--- config.mk ---
export PLATFORM = sky130hd
export DESIGN_NAME = fetch_redirect_controller
export DESIGN_NICKNAME = d
export VERILOG_FILES = /design/src/rtl/fetch_redirect_controller.sv
export SDC_FILE = /design/constraint.sdc
export NUM_CORES = 1
export LEC_CHECK = 0
export ABC_AREA = 1
export CAP_MARGIN = 40
export CORE_AREA = 2 2 140 142
export DETAILED_ROUTE_END_ITERATION = 8
export DIE_AREA = 0 0 142 144
export HOLD_SLACK_MARGIN = 0.05
export PLACE_DENSITY = 0.82
export SYNTH_ARGS = -nofsm -noshare
export SYNTH_HDL_FRONTEND = slang
export SYNTH_SLANG_ARGS = --single-unit
--- constraint.sdc ---
create_clock -name clock_i -period 7.2 [get_ports clock_i]
set_clock_uncertainty 0.15 [all_clocks]
set_input_delay 1.8 -clock clock_i [delete_from_list [all_inputs] [get_ports clock_i]]
set_output_delay 1.8 -clock clock_i [all_outputs]
set_load 0.05 [all_outputs]
--- src/rtl/fetch_redirect_controller.sv ---
// Fetch PC sequencer. Owns the architectural fetch PC. It advances the PC
// sequentially and accepts redirects from the trap and branch units. Each
// accepted redirect opens a fixed-length flush window. When the window
// closes, fetch resumes at the captured target.
module fetch_redirect_controller #(
  parameter int                      addressWidth = 64,
  parameter logic [addressWidth-1:0] resetVector  = '0,
  parameter int                      instrBytes   = 4,
  parameter int                      flushCycles  = 3,
  parameter int                      countWidth   = 16
) (
  input  logic                    clock_i,
  input  logic                    reset_i,
  input  logic                    stall_i,
  input  logic                    is64Bit_i,
  input  logic                    fetchReady_i,
  input  logic                    branchValid_i,
  input  logic [addressWidth-1:0] branchTarget_i,
  input  logic                    trapValid_i,
  input  logic [addressWidth-1:0] trapTarget_i,
  output logic [addressWidth-1:0] PC_o,
  output logic                    fetchValid_o,
  output logic                    flush_o,
  output logic                    branchAck_o,
  output logic                    trapAck_o,
  output logic [countWidth-1:0]   redirectCount_o
);

  typedef enum logic [1:0] {BOOT, RUN, FLUSH} state_t;

  // Redirect request after trap-over-branch arbitration and normalisation.
  typedef struct packed {
    logic                    valid;
    logic                    is_trap;
    logic [addressWidth-1:0] target;
  } redirect_t;

  // Mask that keeps only the low 32 bits. Used in 32-bit mode.
  function automatic logic [addressWidth-1:0] low32_mask();
    logic [addressWidth-1:0] m;
    for (int i = 0; i < addressWidth; i++) m[i] = (i < 32);
    return m;
  endfunction

  localparam logic [addressWidth-1:0] LOW32_MASK   = low32_mask();
  localparam logic [addressWidth-1:0] PC_STEP      = addressWidth'(instrBytes);
  localparam logic [3:0]              FLUSH_RELOAD = 4'(flushCycles - 1);
  localparam logic [countWidth-1:0]   COUNT_ONE    = countWidth'(1);

  // Clear the alignment bits. In 32-bit mode, also drop everything above bit 31.
  // The 32-bit wrap of a sequential add also falls out of this mask.
  function automatic logic [addressWidth-1:0] normalise(
    input logic [addressWidth-1:0] addr,
    input logic                    mode64
  );
    logic [addressWidth-1:0] r;
    r      = addr;
    r[1:0] = 2'b00;
    if (!mode64) r = r & LOW32_MASK;
    return r;
  endfunction

  state_t                  state;
  logic [3:0]              flush_cnt;
  logic [addressWidth-1:0] target_q;
  redirect_t               req;
  logic [addressWidth-1:0] pc_seq;
  logic [countWidth-1:0]   count_next;

  // Arbitrate the two redirect sources. A trap always wins; a branch that
  // arrives in the same cycle as a trap is dropped.
  always_comb begin
    req = '0;
    if (trapValid_i) begin
      req.valid   = 1'b1;
      req.is_trap = 1'b1;
      req.target  = normalise(trapTarget_i, is64Bit_i);
    end else if (branchValid_i) begin
      req.valid   = 1'b1;
      req.is_trap = 1'b0;
      req.target  = normalise(branchTarget_i, is64Bit_i);
    end
  end

  // Next sequential PC, and the redirect count saturated at all-ones.
  always_comb begin
    pc_seq     = normalise(PC_o + PC_STEP, is64Bit_i);
    count_next = (&redirectCount_o) ? redirectCount_o : redirectCount_o + COUNT_ONE;
  end

  // Main sequencer: BOOT -> RUN, with RUN <-> FLUSH on redirects. All outputs are registered.
  always_ff @(posedge clock_i or posedge reset_i) begin
    if (reset_i) begin
      state           <= BOOT;
      PC_o            <= resetVector;
      fetchValid_o    <= 1'b0;
      flush_o         <= 1'b0;
      branchAck_o     <= 1'b0;
      trapAck_o       <= 1'b0;
      redirectCount_o <= '0;
      target_q        <= '0;
      flush_cnt       <= '0;
    end else begin
      // Acks are single-cycle pulses. Any cycle that does not accept a redirect clears them.
      branchAck_o <= 1'b0;
      trapAck_o   <= 1'b0;
      case (state)
        // One dead cycle after reset. Any request that arrives here is discarded.
        BOOT: begin
          state        <= RUN;
          fetchValid_o <= 1'b1;
        end
        RUN: begin
          if (req.valid) begin
            // A redirect is taken even while stalled.
            state           <= FLUSH;
            target_q        <= req.target;
            flush_cnt       <= FLUSH_RELOAD;
            flush_o         <= 1'b1;
            fetchValid_o    <= 1'b0;
            redirectCount_o <= count_next;
            trapAck_o       <= req.is_trap;
            branchAck_o     <= !req.is_trap;
          end else if (fetchReady_i && !stall_i) begin
            PC_o <= pc_seq;
          end
        end
        FLUSH: begin
          if (trapValid_i) begin
            // A trap restarts the window with its own target. A branch seen
            // here is younger than the flush, so it is squashed with no ack.
            target_q        <= req.target;
            flush_cnt       <= FLUSH_RELOAD;
            trapAck_o       <= 1'b1;
            redirectCount_o <= count_next;
          end else if (flush_cnt == 4'd0) begin
            state        <= RUN;
            PC_o         <= target_q;
            flush_o      <= 1'b0;
            fetchValid_o <= 1'b1;
          end else begin
            // The window drains at a fixed rate; stall_i has no effect here.
            flush_cnt <= flush_cnt - 4'd1;
          end
        end
        default: state <= BOOT;
      endcase
    end
  end

endmodule

==> flow_summary_export.csv, run 1 <==
group,metric,value,unit
grt,top_usage_layer,"met2",
critical_path,reg2reg_from,"state[0]",
critical_path,reg2reg_depth,9,
grt,overflow,0,
logic_synthesis,netlist_area,0.00975,mm2
logic_synthesis,ys_async_sr_fraction,100,%
critical_path,crit_slowest_cell,"buf_4",
critical_path,cp-end-kind,"flop",
floorplanning,die_h,144,um
timing,finalCriticalPeriod,4.32,ns
clocking,numCtsBuffers,17,
grt,grt_use_met3,6.66,%
clocking,clockRootBuffer,"clkbuf_16",
layout,layout-area-overhead-vs-synth,30.2,%
logic_synthesis,ys_seq_area_share,38.5,%
place,gp_congestion,0.992,
critical_path,crit_fanout,64,
floorplanning,ios,219,
critical_path,cp.arrival,4.49,ns
floorplanning,die_w,142,um
timing,tightestPinTransition,0.868,ns
critical_path,cpLargestDelayFamily,"buffers and inverters",
floorplanning,initial_core_util,51.1,%
clocking,clk_pin_slew,0.06,ns
critical_path,crit_path_max_incr_delay,0.63,ns
grt,gr-usage-met2,47.3,%
clocking,clk_latency,0.43,ns
critical_path,cp.depth,9,
layout,seq_area,0.00375,mm2
critical_path,path_buf_inv,3,
floorplanning,fp.dieArea,0.0204,mm2
layout,nFillCells,1647,
outcome,status,"finished clean",
critical_path,r2r_end,"PC_o[30]",
detailed_routing,vias_per_cell,5.58,
grt,grt_util_met1,43.8,%
flow_run,drv_cap,0,
timing,report.final.hold_viol_count,0,
grt,grtUsageTotal,31.0,%
logic_synthesis,synth_ff_type,"dfrtp_1",
worst_hold_path,min_from,"target_q[37]",
clocking,cts_buffer_depth,2,
worst_hold_path,min_to,"target_q[37]",
pwr,p_per_area,429,mW/mm2
critical_path,worstSetupPathType,"in -> reg",
grt,grt_max_degree,82,
grt,grt_pass1_wl,49.7,mm
critical_path,start_kind,"primary input",
place,portBuffers,212,
logic_synthesis,avgSynthCellArea,6.68,um2
timing,setup_viol,0,
pwr,switchingPower,2.66,mW
detailed_routing,drc_errors,0,
detailed_routing,dr.first_iter.drc_count,1162,
clocking,cts_setup_buffers,0,
pwr,clkPwrFrac,18.6,%
timing,setup_tns,0,ns
timing,grt_setup_unrepaired,"no",
timing,relSlewSlack,42.1,%
critical_path,worstPathCellList,"buf_2 > buf_12 > nor2_1 > nand2_2 > nand2_1 > nor2_4 > buf_4 > nand3_1 > o21a_1",
pwr,ir_drop,0.000242,V
layout,multi_input_area,0.00512,mm2
layout,drive_gt1_share,5.28,%
critical_path,reg2reg_setup_slack,3.82,ns
layout,diodes,0,
logic_synthesis,ys_ff_latch,150,
logic_synthesis,synth_cell_types,42,
clocking,hold_buffers,0,
timing,hold_ws,0.321,ns
grt,grt_pass1_vias,9694,
pwr,swShare,49.0,%
timing,max_freq,0.231,GHz
worst_hold_path,hold_depth,2,
critical_path,crit_required,7.37,ns
pwr,p_int,2.78,mW
logic_synthesis,synth_edf_count,0,
clocking,cts_tree,"built",
grt,antenna_found_initial,0,
layout,num-nets-final,1779,
detailed_routing,drt-pass1-iter-count,5,
clocking,cts_resized,0,
pwr,combPwrFrac,51.7,%
pwr,power_leakage,6.15,nW
layout,final_util,66.5,%
floorplanning,rows,51,
timing,min_period_over_period,60.1,%
detailed_routing,via_count,10500,
clocking,htree_num_levels,4,
logic_synthesis,synth_cells,1459,
detailed_routing,wl_per_cell,16.6,um
detailed_routing,antenna_left,0,
clocking,cts_num_sinks,150,
place,dp_hpwl,23.0,mm
pwr,p_seq_share,29.7,%
timing,drv_slew,0,
detailed_routing,wl,31.2,mm
floorplanning,coreArea,0.0191,mm2
logic_synthesis,yosys_warnings,0,
worst_hold_path,hold_path_class,"reg -> reg",
==> layout by cell type (no fill, tap or decap), types with 9 or more instances in the layout <==
cell type,count
nand2_1,473
clkdlybuf4s50_1,210
nand3_1,167
inv_1,151
dfrtp_1,150
nor2_1,126
a21oi_1,110
o21ai_0,44
a21boi_1,24
o21a_1,21
o21ai_1,18
clkbuf_16,17
nand4_1,9
xor2_1,9
o22ai_1,9
==> per-stage QoR <==
step | instances | cell area (um2) | setup WS (ns) | power, mW
floorplan | 1460 | 9750 | 1.21 | 3.49
global placement | 1851 | 11900 | 2.31 | 4.32
detailed placement | 1855 | 12000 | 2.41 | 4.40
CTS | 1887 | 12700 | 2.87 | 5.42
global route | 1887 | 12700 | 2.66 | 5.78
finish | 1887 | 12700 | 2.88 | 5.44
==> cell type report <==
| cell class | count | area share (%) |
|---|---|---|
| clock buffers | 18 | 3.38 |
| clock inverters | 14 | 1.82 |
| inverters | 159 | 4.74 |
| multi-input cells | 1085 | 40.3 |
| flip-flops and latches | 150 | 29.6 |
| well taps | 238 | 2.35 |
| repair buffers | 223 | 17.8 |
==> worst reg2reg max path: stages (launching register included) <==
cell and delay [ns]:
dfrtp_1 0.41, inv_1 0.11, ha_2 0.19, buf_4 0.67, nand2_1 0.29, nand3_4 0.55
buf_4 0.55, a21oi_1 0.10, o21ai_0 0.20, inv_1 0.06
==> sequential cells by signal, indices dropped and copies added, names as in the netlist <==
signal           count
target_q            62
trapAck_o            1
branchAck_o          1
flush_o              1
redirectCount_o     16
state                2
PC_o                62
flush_cnt            4
fetchValid_o         1
==> power by group through the flow <==
stage | Clock, mW | Combinational [mW] | Sequential, mW
final | 1.01 | 2.82 | 1.62
after detailed placement | 0 | 2.79 | 1.61
after floorplan | 0 | 1.35 | 2.14
after global placement | 0 | 2.72 | 1.60
after CTS | 1.02 | 2.80 | 1.60
after global routing | 1.06 | 3.07 | 1.65
==> metal layers <==
metal	routed length [um]	up-vias	part of all wire, %
li1	-	5038	-
met3	2700	75	8.6
met1	13400	4889	43
met4	1020	0	3.3
met5	0	-	0
met2	14100	534	45
==> worst max path at each step <==
stage                  start           end  slack, ns
5_1_grt        branchValid_i  target_q[18]       2.66
3_3_place_gp   branchValid_i  target_q[18]       2.31
6_report       branchValid_i  target_q[19]       2.88
3_5_place_dp   branchValid_i  target_q[18]       2.41
4_1_cts        branchValid_i  target_q[18]       2.87
2_1_floorplan        reset_i      PC_o[10]       1.21
==> cell usage after synthesis, types with 6 or more instances <==
| cell | instances | area share (%) |
|---|---|---|
| nor2_1 | 126 | 4.9 |
| nand2_1 | 473 | 18 |
| xor2_1 | 9 | 0.81 |
| buf_2 | 16 | 0.82 |
| o22ai_1 | 9 | 0.58 |
| buf_1 | 6 | 0.23 |
| nand2_4 | 6 | 0.69 |
| dfrtp_1 | 150 | 39 |
| o21a_1 | 21 | 1.6 |
| nand2_2 | 8 | 0.51 |
| a21oi_1 | 110 | 5.6 |
| xnor2_1 | 6 | 0.54 |
| o21ai_0 | 44 | 2.3 |
| nand3_1 | 167 | 8.6 |
| inv_2 | 7 | 0.27 |
| inv_1 | 152 | 5.9 |
| nand4_1 | 9 | 0.58 |
| ha_1 | 8 | 1.0 |
| clkbuf_1 | 39 | 1.5 |
| nor2_2 | 9 | 0.58 |
| nor3_1 | 8 | 0.41 |
| a21boi_1 | 24 | 1.8 |
| o21ai_1 | 18 | 0.92 |
==> kinds of logic after synthesis <==
family          count (synthesis)  share of synthesized area, %
buf+inv                       225                          9.10
other cells                     1                        0.0385
simple gates                  816                          35.7
flops                         150                          38.5
compound gates                244                          14.3
xor+xnor                       15                          1.35
fa+ha+maj                       8                          1.03
(Power assumes the default switching activity.)
==> run 2, diff against run 1 <==
==> constraint.sdc (replaced) <==
create_clock -name clock_i -period 4.45 [get_ports clock_i]
set_clock_uncertainty 0.15 [all_clocks]
set_input_delay 1.1125 -clock clock_i [delete_from_list [all_inputs] [get_ports clock_i]]
set_output_delay 1.1125 -clock clock_i [all_outputs]
set_load 0.05 [all_outputs]
==> flow_summary_export.csv, run 2 (synthesis results as in run 1) <==
group,metric,value,unit
outcome,status,"finished clean",
critical_path,crit_fanout,5,
critical_path,r2r_end,"target_q[18]",
place,gp_congestion,0.972,
floorplanning,ios,219,
critical_path,cp-endpoint,"PC_o[25]",
grt,antenna_found_initial,0,
pwr,ir_drop,0.000364,V
layout,layout-area-overhead-vs-synth,30.0,%
detailed_routing,via_count,10400,
grt,grt_use_met3,5.56,%
timing,relSlewSlack,42.6,%
place,dp_hpwl,23.6,mm
layout,num-nets-final,1781,
grt,grtUsageTotal,31.6,%
grt,overflow,0,
flow_run,drv_cap,0,
layout,top_regs,"PC_o (62), target_q (62), redirectCount_o (16)",
pwr,power_leakage,6.13,nW
clocking,clk_pin_slew,0.06,ns
clocking,cts_setup_buffers,0,
floorplanning,initial_core_util,51.1,%
layout,nFillCells,1677,
layout,final_cell_mix,"nand2_1 (473), clkdlybuf4s50_1 (210), nand3_1 (167), inv_1 (151), dfrtp_1 (150)",
pwr,power.total,8.82,mW
timing,drv_slew,0,
grt,grt_max_degree,81,
critical_path,critPathLaunch,"PC_o[25]",
clocking,cts_buffer_depth,2,
critical_path,cp-end-kind,"output port",
critical_path,path_buf_inv,1,
clocking,cts_resized,0,
critical_path,crit_required,3.19,ns
timing,report.final.hold_viol_count,0,
critical_path,reg2reg_depth,8,
grt,grt_util_met1,45.3,%
clocking,hold_buffers,0,
place,portBuffers,212,
layout,diodes,0,
clocking,htree_num_levels,4,
critical_path,cpLargestDelayFamily,"buffers and inverters",
floorplanning,coreArea,0.0191,mm2
detailed_routing,drc_errors,0,
grt,grt_pass1_wl,50.4,mm
clocking,cts_tree,"built",
floorplanning,die_h,144,um
layout,drive_gt1_share,5.45,%
critical_path,cp.depth,1,
floorplanning,rows,51,
detailed_routing,dr.first_iter.drc_count,989,
grt,top_usage_layer,"met2",
critical_path,worstPathCellList,"clkdlybuf4s50_1",
clocking,numCtsBuffers,17,
grt,gr-usage-met2,48.5,%
floorplanning,die_w,142,um
critical_path,reg2reg_from,"state[1]",
detailed_routing,wl_per_cell,16.7,um
floorplanning,fp.dieArea,0.0204,mm2
critical_path,reg2reg_setup_slack,1.58,ns
timing,setup_tns,0,ns
grt,grt_pass1_vias,9473,
critical_path,cp.arrival,1.81,ns
critical_path,crit_slowest_cell,"clkdlybuf4s50_1",
clocking,clk_latency,0.44,ns
timing,min_period_over_period,69.2,%
layout,layout_commonest_cell,"nand2_1",
worst_hold_path,hold_path_class,"reg -> reg",
timing,grt_setup_unrepaired,"no",
detailed_routing,antenna_left,0,
critical_path,crit_path_max_incr_delay,0.86,ns
detailed_routing,vias_per_cell,5.50,
clocking,clockRootBuffer,"clkbuf_16",
critical_path,start_kind,"flop",
detailed_routing,drt-pass1-iter-count,8,
timing,tightestPinTransition,0.862,ns
pwr,p_per_area,696,mW/mm2
detailed_routing,wl,31.6,mm
clocking,cts_num_sinks,150,
timing,finalCriticalPeriod,3.08,ns
critical_path,worstSetupPathType,"reg -> out",
timing,max_freq,0.325,GHz
timing,setup_viol,0,
-- run 2: cell types whose count changed in the layout (fill, tap and decap cells not counted), sizes merged --
cell / previous run / this run
buf: 13 / 15
bufinv: 6 / 4
inv: 159 / 160
clkinvlp: 0 / 5
clkinv: 8 / 4
-- run 2: per-layer routing --
| layer | up-vias | wire, um | share of wire [%] |
|---|---|---|---|
| met5 | - | 0 | 0 |
| met4 | 0 | 867 | 2.7 |
| met3 | 54 | 2450 | 7.7 |
| met2 | 438 | 14400 | 45 |
| met1 | 4848 | 13900 | 44 |
| li1 | 5042 | - | - |
-- run 2: worst min path at each step --
stage | startpoint | endpoint | slack, ns | cells past startpoint
after floorplan | target_q[38] | target_q[38] | 0.29 | 2
after global placement | target_q[47] | target_q[47] | 0.31 | 2
after detailed placement | target_q[52] | target_q[52] | 0.31 | 2
after CTS | target_q[52] | target_q[52] | 0.33 | 2
after global routing | target_q[47] | target_q[47] | 0.36 | 2
final | target_q[52] | target_q[52] | 0.33 | 2
-- run 2: metrics by stage --
stage               worst slack (ns)  utilization, %  area [um2]  instances  hold WS [ns]
CTS                             1.39            66.4       12700       1889         0.330
global route                    1.36            66.4       12700       1889         0.361
floorplan                       1.30               -        9750       1460         0.292
detailed placement              1.06            63.1       12000       1857         0.311
finish                          1.37            66.4       12700       1889         0.334
global placement                1.10            62.8       12000       1855         0.307
-- run 2: cell type report --
type                       count  area (um2)  share of cell area [%]
clock buffer                  18         439                    3.47
clock inverter                14         199                    1.57
inverter                     159         601                    4.74
multi-input combinational   1085        5120                    40.4
sequential                   150        3750                    29.6
tap                          238         298                    2.35
timing repair buffer         225        2260                    17.9
-- run 2: where the power goes --
part | switching [mW] | total, mW | leakage (nW) | internal [mW]
combinational | 3.07 | 4.57 | 3.99 | 1.51
clock | 0.613 | 1.57 | 0.299 | 0.957
sequential | 0.696 | 2.68 | 1.84 | 1.98
